`src/rtl/gpio_debounce.sv`:
```
// gpio_debounce: per-pin pad synchroniser, shared tick prescaler and
// stability filter feeding the GPIO core's gpio_i. Accepted transitions
// raise change_o for one cycle; pending transitions that are abandoned
// raise glitch_o for one cycle.
module gpio_debounce #(
  parameter int PDATA_SIZE   = 8,
  parameter int CNT_SIZE     = 8,
  parameter int PRE_SIZE     = 16,
  parameter int INPUT_STAGES = 2
) (
  input  logic                  PCLK,
  input  logic                  PRESETn,
  input  logic [PRE_SIZE-1:0]   prescale_i,
  input  logic [CNT_SIZE-1:0]   threshold_i,
  input  logic [PDATA_SIZE-1:0] bypass_i,
  input  logic [PDATA_SIZE-1:0] pad_i,
  output logic [PDATA_SIZE-1:0] deb_o,
  output logic [PDATA_SIZE-1:0] change_o,
  output logic [PDATA_SIZE-1:0] glitch_o
);

  localparam logic [PRE_SIZE-1:0] PCNT_ONE = PRE_SIZE'(1);
  localparam logic [CNT_SIZE-1:0] CNT_ONE  = CNT_SIZE'(1);

  logic [PDATA_SIZE-1:0] sync_reg [INPUT_STAGES];
  logic [PDATA_SIZE-1:0] sync_s;
  logic [PRE_SIZE-1:0]   pcnt_reg;
  logic [PRE_SIZE-1:0]   pcnt_next;
  logic                  tick;

  // Synchroniser chain: stage 0 samples the asynchronous pads.
  always_ff @(posedge PCLK or negedge PRESETn) begin
    if (!PRESETn) begin
      for (int i = 0; i < INPUT_STAGES; i++) begin
        sync_reg[i] <= '0;
      end
    end else begin
      sync_reg[0] <= pad_i;
      for (int i = 1; i < INPUT_STAGES; i++) begin
        sync_reg[i] <= sync_reg[i-1];
      end
    end
  end

  assign sync_s = sync_reg[INPUT_STAGES-1];

  // Shared tick: the >= compare lets a lowered prescale take effect at once.
  always_comb begin
    tick      = (pcnt_reg >= prescale_i);
    pcnt_next = tick ? '0 : (pcnt_reg + PCNT_ONE);
  end

  // Prescaler counter register.
  always_ff @(posedge PCLK or negedge PRESETn) begin
    if (!PRESETn) begin
      pcnt_reg <= '0;
    end else begin
      pcnt_reg <= pcnt_next;
    end
  end

  genvar gi;
  generate
    for (gi = 0; gi < PDATA_SIZE; gi++) begin : g_pin
      logic [CNT_SIZE-1:0] cnt_reg;
      logic [CNT_SIZE-1:0] cnt_next;
      logic                deb_reg;
      logic                deb_next;
      logic                change_reg;
      logic                change_next;
      logic                glitch_reg;
      logic                glitch_next;

      // Filter decision in priority order: bypass, settled, waiting, accept, count.
      always_comb begin
        cnt_next    = cnt_reg;
        deb_next    = deb_reg;
        change_next = 1'b0;
        glitch_next = 1'b0;
        if (bypass_i[gi]) begin
          deb_next    = sync_s[gi];
          cnt_next    = '0;
          change_next = sync_s[gi] ^ deb_reg;
        end else if (sync_s[gi] == deb_reg) begin
          cnt_next    = '0;
          glitch_next = (cnt_reg != '0);
        end else if (tick) begin
          if (cnt_reg >= threshold_i) begin
            deb_next    = sync_s[gi];
            cnt_next    = '0;
            change_next = 1'b1;
          end else begin
            cnt_next = cnt_reg + CNT_ONE;
          end
        end
      end

      // Per-pin filter state and registered event pulses.
      always_ff @(posedge PCLK or negedge PRESETn) begin
        if (!PRESETn) begin
          cnt_reg    <= '0;
          deb_reg    <= 1'b0;
          change_reg <= 1'b0;
          glitch_reg <= 1'b0;
        end else begin
          cnt_reg    <= cnt_next;
          deb_reg    <= deb_next;
          change_reg <= change_next;
          glitch_reg <= glitch_next;
        end
      end

      assign deb_o[gi]    = deb_reg;
      assign change_o[gi] = change_reg;
      assign glitch_o[gi] = glitch_reg;
    end
  endgenerate

endmodule

```
`config.mk`:
```
export PLATFORM = sky130hd
export DESIGN_NAME = gpio_debounce
export DESIGN_NICKNAME = d
export VERILOG_FILES = /design/src/rtl/gpio_debounce.sv
export SDC_FILE = /design/constraint.sdc
export NUM_CORES = 1
export LEC_CHECK = 0
export BUFFER_PORTS_ARGS = -buffer_cell sky130_fd_sc_hd__buf_2
export CELL_PAD_IN_SITES_DETAIL_PLACEMENT = 1
export CELL_PAD_IN_SITES_GLOBAL_PLACEMENT = 1
export CORE_AREA = 3 3 131 133
export CTS_BUF_LIST = sky130_fd_sc_hd__clkbuf_4
export CTS_CLUSTER_DIAMETER = 60
export DETAILED_ROUTE_END_ITERATION = 6
export DIE_AREA = 0 0 134 136
export GPL_ROUTABILITY_DRIVEN = 0
export PLACE_DENSITY = 0.8
export SETUP_SLACK_MARGIN = 0.4
export SLEW_MARGIN = 25
export SYNTH_ARGS = -nofsm -noshare
export SYNTH_HDL_FRONTEND = slang
export SYNTH_SLANG_ARGS = --single-unit
```
`constraint.sdc`:
```
create_clock -name PCLK -period 3.8 [get_ports PCLK]
set_clock_uncertainty 0.15 [all_clocks]
set_input_delay 0.76 -clock PCLK [delete_from_list [all_inputs] [get_ports PCLK]]
set_output_delay 0.76 -clock PCLK [all_outputs]
set_load 0.05 [all_outputs]
```
==> results by group <==
Clock network
  • Post-CTS Setup Repair Bufs: 0
  • Clock H-tree levels: 4
  • CTS Buf Count: 17
  • Maximum root-to-sink buffer count: 2
  • Post-CTS Hold Buffers: 0
  • PostCTS Resize Cnt: 0
  • TritonCTS clock tree: yes
  • Clk sinks: 120
  • CTS root buf: clkbuf_4
  • Clock transition at path regs: 110 ps
  • Clk Latency, worst-skew pair: roughly 560 ps

Final layout
  • FILL cells: 1,894
  • Area Growth Syn to Fin: 9.93%
  • Non-Filler Instances: 1,127
  • Share of layout cells above drive strength 1: 0.146
  • Largest register FFs: 64
  • Fin nets: between 1,000 and 1,500

Route
  • Drt drc: 0
  • WL/cell: ~19 um
  • Vias/cell: about 6.0
  • WL final: between 20,000 and 25,000 um
  • Initial DRC count: ~330
  • Via count: 6,805
  • DRT Pass-1 Iters: 5
  • Post-route antenna net violation count: 0

Logic synthesis
  • Syn Std Cell Area: around 7900 um2
  • Post-synth EDFFs: 0
  • Mapped Cells: 839
  • Yosys warns: 0
  • Post-synth top flop: dfrtp_1
  • Syn nets: between 900 and 1,000
  • #FFs+latches synth: 120
  • Syn avg cell area: 9.40 um2
  • Ys async rst share: 1.00
  • Synth unique cells: 47
  • Register area share after synthesis: 0.381

Worst setup path
  • Worst reg2reg setup slack: between 500 and 600 ps
  • RR Startpoint: pcnt_reg[0]
  • Critical path type: reg2reg
  • Crit path max fanout: 28
  • CP Launch Type: flip-flop
  • Worst Path Required: approximately 4100 ps
  • R2r endpoint: g_pin[5].cnt_reg[5]
  • Crit path DAT: between 3000 and 4000 ps
  • Kind of end point of the critical path: flip-flop
  • R2R depth: 9

GRT
  • Initial antenna violation count: 1
  • Total grt overflow: 0
  • Vias in the first global route: 7,258
  • First-pass GRT wire length: between 30,000 and 40,000 um
  • All-Layer GR Usage: 0.242
  • Largest net degree at the start of global routing: between 50 and 60

Pwr
  • Gate power share: 0.312
  • LEAKAGE: approximately 0.0040 uW
  • Psw: 1360 uW
  • VDD IR-drop max: around 0.23 mV
  • Pint: roughly 2300 uW
  • Power share of the sequential group: 0.423
  • Sw frac: 0.374
  • PwrDens: approximately 420 nW/um2
  • Clock power share: 0.265

Floorplanning
  • Starting density of the core: 0.495
  • Std-Cell Rows: 46
  • Die height: 136 um
  • Core ar.: 15,900 um2
  • Die width: 134 um
  • Die area: 18,200 um2
  • IO Pins: 66

Placed design
  • Placed cell count: between 1,000 and 1,500
  • Setup WS pre-CTS: ~56 ps
  • HPWL Detailed: 16,000 um
  • PortBufs: 65

Timing
  • Slew HR: 0.376
  • Max Fclk: ~310 MHz
  • Final period utilization: 0.844
  • Setup TNS: 0 ps
  • Final hold viol count: 0
  • Slew Limit Fails: 0
  • Least-Margin Pin Slew: 930 ps
  • Final Critical Period: approximately 3200 ps
  • Setup WS post-layout: between 500 and 600 ps
  • # setup viols final: 0
  • RSZ-0062 raised after global routing: no

Status
  • Outcome: finished, final reports clean

Hold path
  • Hold Crit Class: in2async

Run
  • Max-Cap Viols: 0
[per-stage QoR]
stage | util | total power (uW) | area (um2) | hold WS, ps
2_1_floorplan | - | 2380 | 7890 | 181
3_3_place_gp | 0.525 | 2620 | 8370 | 184
3_5_place_dp | 0.525 | 2690 | 8370 | 187
4_1_cts | 0.543 | 3670 | 8660 | 71.5
5_1_grt | 0.544 | 3860 | 8670 | 99.0
6_report | 0.544 | 3640 | 8670 | 85.0
[synthesized netlist by cell type, types with 10 or more instances]
library cell | instances | area, um2
a21oi_1 | 58 | 290
nand2_1 | 68 | 255
inv_1 | 72 | 270
o22ai_1 | 28 | 175
xnor2_1 | 10 | 87.6
nor2_1 | 29 | 109
ha_1 | 97 | 1210
xor2_1 | 18 | 158
or3_1 | 16 | 100
clkbuf_1 | 12 | 45.0
nand3_1 | 46 | 230
and3_1 | 19 | 119
a211oi_1 | 34 | 255
nand4_1 | 14 | 87.6
dfrtp_1 | 120 | 3000
buf_4 | 24 | 180
nor3_1 | 16 | 80.1
o211ai_1 | 23 | 173
o21ai_0 | 23 | 115
o21a_1 | 12 | 90.1
[routing by layer]
metal,GRT usage,wire length (um),vias to the layer above
met4,0.0777,362,0
met2,0.429,11000,142
li1,-,-,3193
met1,0.303,9510,3442
met5,0,0,-
met3,0.0389,663,28
[worst max path at each step]
| stage | end | startpoint | slack (ps) | depth (start not counted) |
|---|---|---|---|---|
| finish | g_pin[5].cnt_reg[5] | pcnt_reg[0] | 590 | 9 |
| global route | g_pin[4].cnt_reg[0] | pcnt_reg[0] | 430 | 9 |
| CTS | g_pin[2].cnt_reg[3] | pcnt_reg[11] | 440 | 7 |
| detailed placement | g_pin[2].cnt_reg[3] | prescale_i[15] | 60 | 9 |
| global placement | g_pin[2].cnt_reg[3] | prescale_i[15] | 150 | 9 |
| floorplan | g_pin[6].deb_reg | prescale_i[0] | 760 | 9 |
[area by class of cell]
cell class	count	area, um2	area share
Multi-Input combinational cell	605	4360	0.503
Timing Repair Buffer	82	480	0.0554
Inverter	72	270	0.0312
Sequential cell	120	3000	0.346
Antenna cell	1	2.50	0.000289
Tap cell	216	270	0.0312
Clock inverter	10	129	0.0149
Clock buffer	21	158	0.0182
[placed cells by master, fill, tap and decap left out, types with 10 or more instances in the layout]
| cell type | netlist | final |
|---|---|---|
| a211oi_1 | 34 | 34 |
| a21oi_1 | 58 | 58 |
| and3_1 | 19 | 19 |
| buf_2 | 4 | 64 |
| buf_4 | 24 | 16 |
| clkbuf_4 | 0 | 21 |
| dfrtp_1 | 120 | 120 |
| ha_1 | 97 | 97 |
| inv_1 | 72 | 72 |
| nand2_1 | 68 | 68 |
| nand3_1 | 46 | 46 |
| nand4_1 | 14 | 14 |
| nor2_1 | 29 | 29 |
| nor3_1 | 16 | 15 |
| o211ai_1 | 23 | 23 |
| o21a_1 | 12 | 12 |
| o21ai_0 | 23 | 23 |
| o22ai_1 | 28 | 28 |
| or3_1 | 16 | 16 |
| xnor2_1 | 10 | 10 |
| xor2_1 | 18 | 18 |
[power by group through the flow]
stage | logic (uW) | clock network [uW] | registers, uW
finish | 1140 | 965 | 1540
CTS | 1140 | 994 | 1540
global route | 1260 | 1040 | 1560
floorplan | 858 | 0 | 1520
global placement | 1060 | 0 | 1550
detailed placement | 1130 | 0 | 1560
[critical path: stages (launching register included)]
cell,delay (ps)
dfrtp_1,450
inv_1,70
ha_1,270
nand2b_4,140
a2111oi_4,430
a2111oi_4,190
or3_1,430
buf_12,200
o211ai_1,530
o22ai_1,180
[cell families after synthesis]
group	share of synthesized area
muxes	0.0114
buffers and inverters	0.0682
AOI/OAI and AO/OA	0.185
adders and majority gates	0.154
and+or+nand+nor	0.170
xor gates and xnor gates	0.0311
DFF	0.381
(Power assumes the default switching activity.)
